[src/rtl/sliced_alu.sv]
// GB80 ALU: parametrised width, adder/subtractor evaluated one slice per cycle,
// start/done handshake with registered result and flags {Z,N,H,C}.
module sliced_alu #(
  parameter int unsigned DATA_WIDTH   = 8,
  parameter int unsigned SLICE_WIDTH  = 4,
  parameter int unsigned OPCODE_WIDTH = 4
) (
  input  logic                          i_clk,
  input  logic                          i_rst_n,
  input  logic                          i_start,
  input  logic [DATA_WIDTH-1:0]         i_data_A,
  input  logic [DATA_WIDTH-1:0]         i_data_B,
  input  logic [OPCODE_WIDTH-1:0]       i_control,
  input  logic [$clog2(DATA_WIDTH)-1:0] i_bit_sel,
  input  logic [3:0]                    i_flags,
  output logic                          o_busy,
  output logic                          o_done,
  output logic [DATA_WIDTH-1:0]         o_data,
  output logic [3:0]                    o_flags
);

  localparam int unsigned NS    = DATA_WIDTH / SLICE_WIDTH;
  localparam int unsigned CNT_W = (NS > 1) ? $clog2(NS) : 1;
  localparam int unsigned SEL_W = $clog2(DATA_WIDTH);
  localparam int unsigned SW1   = SLICE_WIDTH + 1;
  localparam logic [CNT_W-1:0] LAST = CNT_W'(NS - 1);

  localparam logic [OPCODE_WIDTH-1:0] OP_ADD = OPCODE_WIDTH'(0);
  localparam logic [OPCODE_WIDTH-1:0] OP_ADC = OPCODE_WIDTH'(1);
  localparam logic [OPCODE_WIDTH-1:0] OP_SUB = OPCODE_WIDTH'(2);
  localparam logic [OPCODE_WIDTH-1:0] OP_SBC = OPCODE_WIDTH'(3);
  localparam logic [OPCODE_WIDTH-1:0] OP_AND = OPCODE_WIDTH'(4);
  localparam logic [OPCODE_WIDTH-1:0] OP_XOR = OPCODE_WIDTH'(5);
  localparam logic [OPCODE_WIDTH-1:0] OP_OR  = OPCODE_WIDTH'(6);
  localparam logic [OPCODE_WIDTH-1:0] OP_CP  = OPCODE_WIDTH'(7);
  localparam logic [OPCODE_WIDTH-1:0] OP_INC = OPCODE_WIDTH'(8);
  localparam logic [OPCODE_WIDTH-1:0] OP_DEC = OPCODE_WIDTH'(9);
  localparam logic [OPCODE_WIDTH-1:0] OP_RL  = OPCODE_WIDTH'(10);
  localparam logic [OPCODE_WIDTH-1:0] OP_RR  = OPCODE_WIDTH'(11);
  localparam logic [OPCODE_WIDTH-1:0] OP_SLA = OPCODE_WIDTH'(12);
  localparam logic [OPCODE_WIDTH-1:0] OP_SRA = OPCODE_WIDTH'(13);
  localparam logic [OPCODE_WIDTH-1:0] OP_SRL = OPCODE_WIDTH'(14);

  typedef enum logic {IDLE, EXEC} state_t;

  state_t                    state_q, state_d;
  logic [DATA_WIDTH-1:0]     a_q, a_d, b_q, b_d, acc_q, acc_d;
  logic [OPCODE_WIDTH-1:0]   op_q, op_d;
  logic [SEL_W-1:0]          sel_q, sel_d;
  logic [3:0]                flg_q, flg_d;
  logic [CNT_W-1:0]          cnt_q, cnt_d;
  logic                      carry_q, carry_d, h_q, h_d;
  logic                      busy_d, done_d;
  logic [DATA_WIDTH-1:0]     data_d;
  logic [3:0]                flags_d;

  logic                      sub, arith, cin0, cin, cout, h_now, last;
  logic                      z_f, n_f, h_f, c_f;
  logic [DATA_WIDTH-1:0]     b_full, b_eff, acc_new, res, slice_mask;
  logic [SLICE_WIDTH-1:0]    a_sl, b_sl;
  logic [SW1-1:0]            sum;
  logic [4:0]                lo;
  logic [31:0]               shamt;
  logic [3:0]                flags_new;

  // Slice datapath: subtraction is A + ~B + 1, so the chained bit is an inverted borrow.
  always_comb begin
    sub  = 1'b0;
    cin0 = 1'b0;
    case (op_q)
      OP_ADC:                begin cin0 = flg_q[0]; end
      OP_SUB, OP_CP, OP_DEC: begin sub = 1'b1; cin0 = 1'b1; end
      OP_SBC:                begin sub = 1'b1; cin0 = ~flg_q[0]; end
      default: ;
    endcase
    arith      = (op_q inside {OP_ADD, OP_ADC, OP_SUB, OP_SBC, OP_CP, OP_INC, OP_DEC});
    b_full     = (op_q == OP_INC || op_q == OP_DEC) ? DATA_WIDTH'(1) : b_q;
    b_eff      = sub ? ~b_full : b_full;
    cin        = (cnt_q == '0) ? cin0 : carry_q;
    shamt      = SLICE_WIDTH * 32'(cnt_q);
    a_sl       = SLICE_WIDTH'(a_q >> shamt);
    b_sl       = SLICE_WIDTH'(b_eff >> shamt);
    sum        = SW1'(a_sl) + SW1'(b_sl) + SW1'(cin);
    lo         = 5'(a_sl[3:0]) + 5'(b_sl[3:0]) + 5'(cin);
    cout       = sum[SLICE_WIDTH];
    h_now      = (cnt_q == '0) ? lo[4] : h_q;
    slice_mask = DATA_WIDTH'({SLICE_WIDTH{1'b1}}) << shamt;
    acc_new    = (acc_q & ~slice_mask) | ((DATA_WIDTH'(sum[SLICE_WIDTH-1:0])) << shamt);
    last       = !arith || (cnt_q == LAST);
  end

  // Final result and flags; only meaningful on the last EXEC cycle.
  always_comb begin
    res = acc_new;
    n_f = 1'b0;
    h_f = 1'b0;
    c_f = flg_q[0];
    case (op_q)
      OP_ADD, OP_ADC: begin h_f = h_now; c_f = cout; end
      OP_SUB, OP_SBC: begin n_f = 1'b1; h_f = ~h_now; c_f = ~cout; end
      OP_CP:          begin res = a_q; n_f = 1'b1; h_f = ~h_now; c_f = ~cout; end
      OP_INC:         begin h_f = h_now; end
      OP_DEC:         begin n_f = 1'b1; h_f = ~h_now; end
      OP_AND:         begin res = a_q & b_q; h_f = 1'b1; c_f = 1'b0; end
      OP_XOR:         begin res = a_q ^ b_q; c_f = 1'b0; end
      OP_OR:          begin res = a_q | b_q; c_f = 1'b0; end
      OP_RL:          begin res = {a_q[DATA_WIDTH-2:0], flg_q[0]}; c_f = a_q[DATA_WIDTH-1]; end
      OP_RR:          begin res = {flg_q[0], a_q[DATA_WIDTH-1:1]}; c_f = a_q[0]; end
      OP_SLA:         begin res = {a_q[DATA_WIDTH-2:0], 1'b0}; c_f = a_q[DATA_WIDTH-1]; end
      OP_SRA:         begin res = {a_q[DATA_WIDTH-1], a_q[DATA_WIDTH-1:1]}; c_f = a_q[0]; end
      OP_SRL:         begin res = {1'b0, a_q[DATA_WIDTH-1:1]}; c_f = a_q[0]; end
      default:        begin res = a_q; h_f = 1'b1; end
    endcase
    if (op_q == OP_CP)       z_f = (acc_new == '0);
    else if (op_q == 4'hF)   z_f = ~a_q[sel_q];
    else                     z_f = (res == '0);
    flags_new = {z_f, n_f, h_f, c_f};
  end

  // Next-state and registered-output logic.
  always_comb begin
    state_d = state_q;
    a_d     = a_q;
    b_d     = b_q;
    op_d    = op_q;
    sel_d   = sel_q;
    flg_d   = flg_q;
    cnt_d   = cnt_q;
    carry_d = carry_q;
    h_d     = h_q;
    acc_d   = acc_q;
    busy_d  = o_busy;
    done_d  = 1'b0;
    data_d  = o_data;
    flags_d = o_flags;
    case (state_q)
      IDLE: begin
        if (i_start) begin
          a_d     = i_data_A;
          b_d     = i_data_B;
          op_d    = i_control;
          sel_d   = i_bit_sel;
          flg_d   = i_flags;
          cnt_d   = '0;
          busy_d  = 1'b1;
          state_d = EXEC;
        end
      end
      EXEC: begin
        carry_d = cout;
        h_d     = h_now;
        acc_d   = acc_new;
        if (last) begin
          state_d = IDLE;
          busy_d  = 1'b0;
          done_d  = 1'b1;
          data_d  = res;
          flags_d = flags_new;
          cnt_d   = '0;
        end else begin
          cnt_d = cnt_q + CNT_W'(1);
        end
      end
    endcase
  end

  always_ff @(posedge i_clk or negedge i_rst_n) begin
    if (!i_rst_n) begin
      state_q <= IDLE;
      a_q     <= '0;
      b_q     <= '0;
      op_q    <= '0;
      sel_q   <= '0;
      flg_q   <= '0;
      cnt_q   <= '0;
      carry_q <= 1'b0;
      h_q     <= 1'b0;
      acc_q   <= '0;
      o_busy  <= 1'b0;
      o_done  <= 1'b0;
      o_data  <= '0;
      o_flags <= '0;
    end else begin
      state_q <= state_d;
      a_q     <= a_d;
      b_q     <= b_d;
      op_q    <= op_d;
      sel_q   <= sel_d;
      flg_q   <= flg_d;
      cnt_q   <= cnt_d;
      carry_q <= carry_d;
      h_q     <= h_d;
      acc_q   <= acc_d;
      o_busy  <= busy_d;
      o_done  <= done_d;
      o_data  <= data_d;
      o_flags <= flags_d;
    end
  end

endmodule

[config.mk]
export PLATFORM = sky130hd
export DESIGN_NAME = sliced_alu
export DESIGN_NICKNAME = d
export VERILOG_FILES = /design/src/rtl/sliced_alu.sv
export SDC_FILE = /design/constraint.sdc
export NUM_CORES = 1
export LEC_CHECK = 0
export ABC_AREA = 1
export CAP_MARGIN = 20
export CORE_MARGIN = 8
export CORE_UTILIZATION = 48
export DETAILED_ROUTE_END_ITERATION = 8
export PLACE_DENSITY = 0.81
export SLEW_MARGIN = 40
export SYNTH_ARGS = -nofsm -noshare
export SYNTH_HDL_FRONTEND = slang
export SYNTH_SLANG_ARGS = --single-unit
[constraint.sdc]
create_clock -name i_clk -period 4 [get_ports i_clk]
set_input_delay 0.8 -clock i_clk [delete_from_list [all_inputs] [get_ports i_clk]]
set_output_delay 0.8 -clock i_clk [all_outputs]
set_load 0.02 [all_outputs]
=== Yosys cells after proc, flatten, opt, wreduce, memory -nomap -nowiden ===
Cells that the tools add are included.

* Add/subtract/negate cells: 3
* $lt $le $gt $ge: 1
* Equal/unequal tests: 17
* Shifts and indexed selects: 4
* Mux-type cells: 24
* Bitwise logic cells: 12
* Reduce and logical (&&, ||, !) cells: 20

{| class="wikitable"
|+ Operators with widths
! kind !! count
|-
| case mux 8 bit (9 select lines) || 1
|-
| equality test 4 bit, second input constant || 8
|-
| AND 8 bit || 2
|-
| equality test 4 x 3 -> 1 bit, second input constant || 4
|-
| logical NOT 8 bit || 2
|-
| 2-to-1 mux 8 bit || 2
|-
| NOT 8 bit || 2
|-
| OR 8 bit || 2
|-
| >> shifter 8 x 3 -> 4 bit || 2
|-
| OR reduction 3 bit || 5
|-
| 2-to-1 mux 1 bit || 14
|-
| equality test 4 x 2 -> 1 bit, second input constant || 2
|-
| << shifter 4 x 3 -> 8 bit || 1
|-
| << shifter 4 x 3 -> 8 bit, first input constant || 1
|-
| bitwise XOR 8 bit || 1
|-
| nonzero test 7 bit || 1
|-
| OR reduction 7 bit || 1
|-
| case mux 1 bit (2 select lines) || 3
|-
| case mux 1 bit (3 select lines) || 2
|-
| AND reduction 2 bit || 3
|-
| OR reduction 6 bit || 1
|-
| adder 4 x 4 -> 5 bit || 1
|-
| adder 5 x 1 -> 5 bit || 1
|-
| NOT 1 bit || 5
|-
| other kinds (12) || 14
|}

* Register bits after elaboration: 50
* Input bits: 30

=== Logic depth before layout (Yosys ltp) ===
* Depth in word-level cells: 14
* Depth in mapped cells: 22

=== Least setup slack after synthesis ===
OpenSTA, ideal clock, no wires.

* Path kind: register -> register
* From: reg cnt_q
* To: reg o_flags[3]
* Arrival time: 3.087 ns
* Required time: 3.923 ns
* Path slack: 0.836 ns
* Stages on the path, launching flop included: 20
* Path buffers: 3
* Cell sequence: dfrtp_1 -> buf_2 -> clkbuf_1 -> clkbuf_1 -> a31oi_1 -> xor2_1 -> fa_1 -> fa_1 -> nand2_1 -> o21ai_0 -> nor2_1 -> a21oi_1 -> nand3_1 -> nand2_1 -> nand2_1 -> nor2_1 -> nand3_1 -> nand2_1 -> nand2_1 -> a21oi_1

* Longest elaborated chain between the ends: 9
* Elaborated cells on any way between the ends: 17
* Classes of those cells: add/sub: 2; shift: 4; mux: 4; bitwise: 3; reduce/logical: 4

{| class="wikitable"
|+ RTL lines
! element !! RTL line !! RTL
|-
| start: declaration || 51 || <nowiki>logic [CNT_W-1:0] cnt_q, cnt_d;</nowiki>
|-
| start signal: assignment || 190 || <nowiki>cnt_q <= cnt_d;</nowiki>
|-
| >> shifter 8 x 3 -> 4 bit, on equally long branches || 81, 82 ||
|-
| adder 4 x 4 -> 5 bit || 83 || <nowiki>sum = SW1'(a_sl) + SW1'(b_sl) + SW1'(cin);</nowiki>
|-
| adder 5 x 1 -> 5 bit || 83 ||
|-
| << shifter 4 x 3 -> 8 bit || 88 || <nowiki>acc_new = (acc_q & ~slice_mask) | ((DATA_WIDTH'(sum[SLICE_WIDTH-1:0])) << shamt);</nowiki>
|-
| OR 8 bit || 88 ||
|-
| case mux 8 bit (9 select lines) || 98 || <nowiki>case (op_q)</nowiki>
|-
| logical NOT 8 bit || 116 || <nowiki>else z_f = (res == '0);</nowiki>
|-
| 2-to-1 mux 1 bit || 115 || <nowiki>else if (op_q == 4'hF) z_f = ~a_q[sel_q];</nowiki>
|-
| 2-to-1 mux 1 bit || 114 || <nowiki>if (op_q == OP_CP) z_f = (acc_new == '0);</nowiki>
|-
| end signal: assignment || 197 || <nowiki>o_flags <= flags_d;</nowiki>
|-
| end: declaration || 19 || <nowiki>output logic [3:0] o_flags</nowiki>
|}

Parallel ways exist; a longest one is shown, timed or not.
A chain may end at the register's enable or synchronous reset.

=== Worst setup path after layout ===
* From: reg op_q[0]
* To: reg o_flags[3]

* Longest elaborated chain between the ends: 14
* Elaborated cells on any way between the ends: 40
* Classes of those cells: add/sub: 2; eq/ne: 15; shift: 2; mux: 8; bitwise: 2; reduce/logical: 11

{| class="wikitable"
|+ RTL lines
! element !! RTL line !! RTL
|-
| start: declaration || 48 || <nowiki>logic [OPCODE_WIDTH-1:0] op_q, op_d;</nowiki>
|-
| start signal: assignment || 187 || <nowiki>op_q <= op_d;</nowiki>
|-
| branches (longest 14 deep; another with adder 4 x 4 -> 5 bit) || n/a ||
|}

Several ways; the timed one is not identified.

==> results.md <==
* Outcome: complete, no violations
* Crit path time final at 3.64 ns
* Residual DRC at 0
* Port Buffers at 40
* CTS buffer count at 5
* CTS H-tree lvls at 2
* Tot GR Track Use at 20.7%
* Layout area overhead at 17.0%
* Cell variety after synth at 33
* Mean area per synthesized cell at 6.90 um2
* Clk Latency, worst-skew pair at 0.32 ns
* Grt ovf at 0
* Worst IR Drop VDD at 0.000332 V
* Mapped Cells at 481
* Setup WS post-layout at 0.359 ns
* Num ports at 44
* RSZ-0062 raised after global routing: false
* Ant diodes at 0
* Die Span Y at 99.2 um
* CP max stage cell: fa_1
* GPL Wtd Cong at 0.943
* Final period util at 91.0%
* Worst-path clk slew at 0.10 ns
* Max Cap Viol at 0
* Synth warnings at 0
* Critical path buffer and inverter count at 4
* Max Freq at 275 MHz
* Clock skew at 0.00922 ns
* Endpoints failing hold at 0
* Initial DRC count at 251
* CP endpoint kind: flip-flop
* Crit path max fanout at 4
* Largest net degree at the start of global routing at 51
* Vias at 3264
* Clock tree from TritonCTS: yes
* Core Area at 0.00676 mm2
* Initial antenna violation count at 0
* Mapped Area at 0.00332 mm2
* CP max stage delay at 0.52 ns
* First-pass GRT wire length at 16.3 mm
* Leak pwr at 1.93 nW
* TritonRoute pass-1 iters at 5
* Initial core utilization at 49.1%
* Buffer levels on the longest clock path at 2
* CP cell instances: buf_4 -> nand2_2 -> inv_2 -> a21oi_1 -> inv_1 -> nor2_4 -> inv_1 -> xor2_1 -> fa_1 -> fa_1 -> nand2_1 -> o21ai_0 -> nor2_1 -> a21oi_1 -> nand3_1 -> nand2_1 -> nand2_1 -> nor2_1 -> nand3_1 -> nand2_1 -> nand2_1 -> a21oi_1
* Most frequent cell on the critical path: nand2_1
* Routed vias/inst at 5.46
* Slew margin rel. at 56.9%
* Max-slew violations at 0
* Setup crit start kind: flip-flop
* Vias in the first global route at 3315
* Row count at 30
* Seq/Total Area, Yosys at 37.7%
* Number of antenna-violating nets in the routed design at 0
* PwrDens at 979 mW/mm2
* Die ar. at 0.00983 mm2
* Required time of the critical path at 4.25 ns
* Least-Margin Pin Slew at 0.647 ns
* Post-Route WL at 9.57 mm
* Hpwl dp at 7.43 mm
* WS Path Type: reg2reg
* Clock Sinks at 50
* Delay-heaviest family, CP: adder cells
* Final setup fails at 0
* Clock root buffer: clkbuf_8
* Flops & latches, synth at 50
* Arr. time, crit path at 3.90 ns
* Final core occ at 57.5%
* Share of layout cells above drive strength 1 at 6.37%
* R2R Setup Slk at 0.36 ns
* Total negative slack at 0 ns
* Hold WC Path Type: reg2reg
* Place WS at 0.248 ns
* Drt wl/cell at 16.0 um
* Final net count at 569
* Syn_nets at 532
* Die Width at 99.2 um
-- state kept, by name, indices dropped and copies added (netlist names) --
register	count
a_q	8
o_busy	1
o_data	8
o_done	1
o_flags	4
state_q	1
cnt_q	1
h_q	1
sel_q	3
acc_q	8
flg_q	1
op_q	4
carry_q	1
b_q	8
-- layout by cell type (no fill, tap or decap) --
cell type and count:
a211oi_1 1, a21o_1 1, a21oi_1 37, a21oi_2 1
a31oi_1 4, buf_4 4, clkbuf_8 5, clkdlybuf4s50_1 39
clkinv_1 1, clkinvlp_4 2, dfrtp_1 47, dfrtp_2 3
fa_1 2, ha_1 19, inv_1 49, inv_2 6
mux2_2 2, mux2i_1 1, nand2_1 138, nand2_2 3
nand3_1 27, nand3b_1 1, nand4_1 2, nor2_1 63
nor2_2 2, nor2_4 2, nor3_1 6, o211ai_1 2
o21a_1 1, o21ai_0 38, o21ai_1 2, o2bb2ai_1 1
o31ai_1 1, or2_2 3, xor2_1 2
-- area by class of cell --
| class | instances | area [um2] |
|---|---|---|
| inverter | 56 | 210 |
| clock inverter | 2 | 15.0 |
| multi-input combinational | 362 | 1810 |
| clock buffer | 5 | 68.8 |
| timing repair buffer | 43 | 420 |
| fill | 627 | 2870 |
| tap | 80 | 100 |
| sequential | 50 | 1250 |
-- where the power goes --
part           switching, mW  total, mW  internal, mW
registers              0.235      0.994         0.759
logic                   1.64       2.51         0.870
clock network          0.181      0.301         0.120
-- routing by layer --
metal	track usage, %	share of wire, %	vias to the layer above
met4	6.98	1.9	0
met2	35.0	49	117
li1	-	-	1616
met1	25.4	43	1512
met3	4.54	6.0	19
met5	0	0	-
-- worst paths after layout --
| kind | endpoint | from | cells past startpoint |
|---|---|---|---|
| setup / recovery | o_flags[3] | op_q[0] | 22 |
| hold / removal | o_data[2] | o_data[2] | 2 |
| setup reg to reg | o_flags[3] | op_q[0] | 22 |
| hold reg to reg | o_data[2] | o_data[2] | 2 |
| max in group asynchronous | op_q[1] | i_rst_n | 1 |
| min in group asynchronous | acc_q[2] | i_rst_n | 1 |
-- cell families (layout without fill, tap and decap cells) --
kind of cell    after synthesis  in the layout  share of synthesized area (%)
simple gates                247            247                           30.1
compound gates               89             89                           14.2
buf+inv                      69            106                           8.07
flops                        50             50                           37.7
fa+ha+maj                    21             21                           8.37
mux                           3              3                          0.980
xor+xnor                      2              2                          0.528
-- timing repair --
| action | in CTS | in global routing |
|---|---|---|
| resized for setup | 0 | 7 |
| buffers inserted | 0 | 1 |
| hold buffers | 0 | 0 |
| setup endpoints to repair | 0 | 1 |
-- tightest hold or removal path, cell delays in order (launching register included) --
cell,delay [ns]
dfrtp_1,0.35
nand2_1,0.05
nand2_1,0.05
-- synth_stat cells --
cell / instances / share of area (%)
a211oi_1: 1 / 0.23
a21o_1: 1 / 0.23
a21oi_1: 37 / 5.6
a21oi_2: 1 / 0.26
a31oi_1: 4 / 0.75
buf_2: 1 / 0.15
buf_4: 2 / 0.45
clkbuf_1: 10 / 1.1
clkinv_1: 1 / 0.11
dfrtp_1: 50 / 38
fa_1: 2 / 1.2
ha_1: 19 / 7.2
inv_1: 49 / 5.5
inv_2: 6 / 0.68
mux2_2: 2 / 0.68
mux2i_1: 1 / 0.30
nand2_1: 140 / 16
nand2_2: 1 / 0.19
nand3_1: 27 / 4.1
nand3b_1: 1 / 0.23
nand4_1: 2 / 0.38
nor2_1: 64 / 7.2
nor2_2: 2 / 0.38
nor2_4: 1 / 0.34
nor3_1: 6 / 0.90
o211ai_1: 2 / 0.45
o21a_1: 1 / 0.23
o21ai_0: 38 / 5.7
o21ai_1: 2 / 0.30
o2bb2ai_1: 1 / 0.26
o31ai_1: 1 / 0.23
or2_2: 3 / 0.57
xor2_1: 2 / 0.53
-- through the flow --
stage          instance area (um2)  hold WS (ns)  instances  total power, mW
6_report                      3880         0.484        598             3.80
5_1_grt                       3880         0.513        598             4.20
4_1_cts                       3860         0.489        597             3.76
3_5_place_dp                  3770         0.465        590             3.45
3_3_place_gp                  3770         0.461        590             3.36
2_1_floorplan                 3320         0.445        481             2.70
Note: power is estimated with default switching activity, not from simulation.
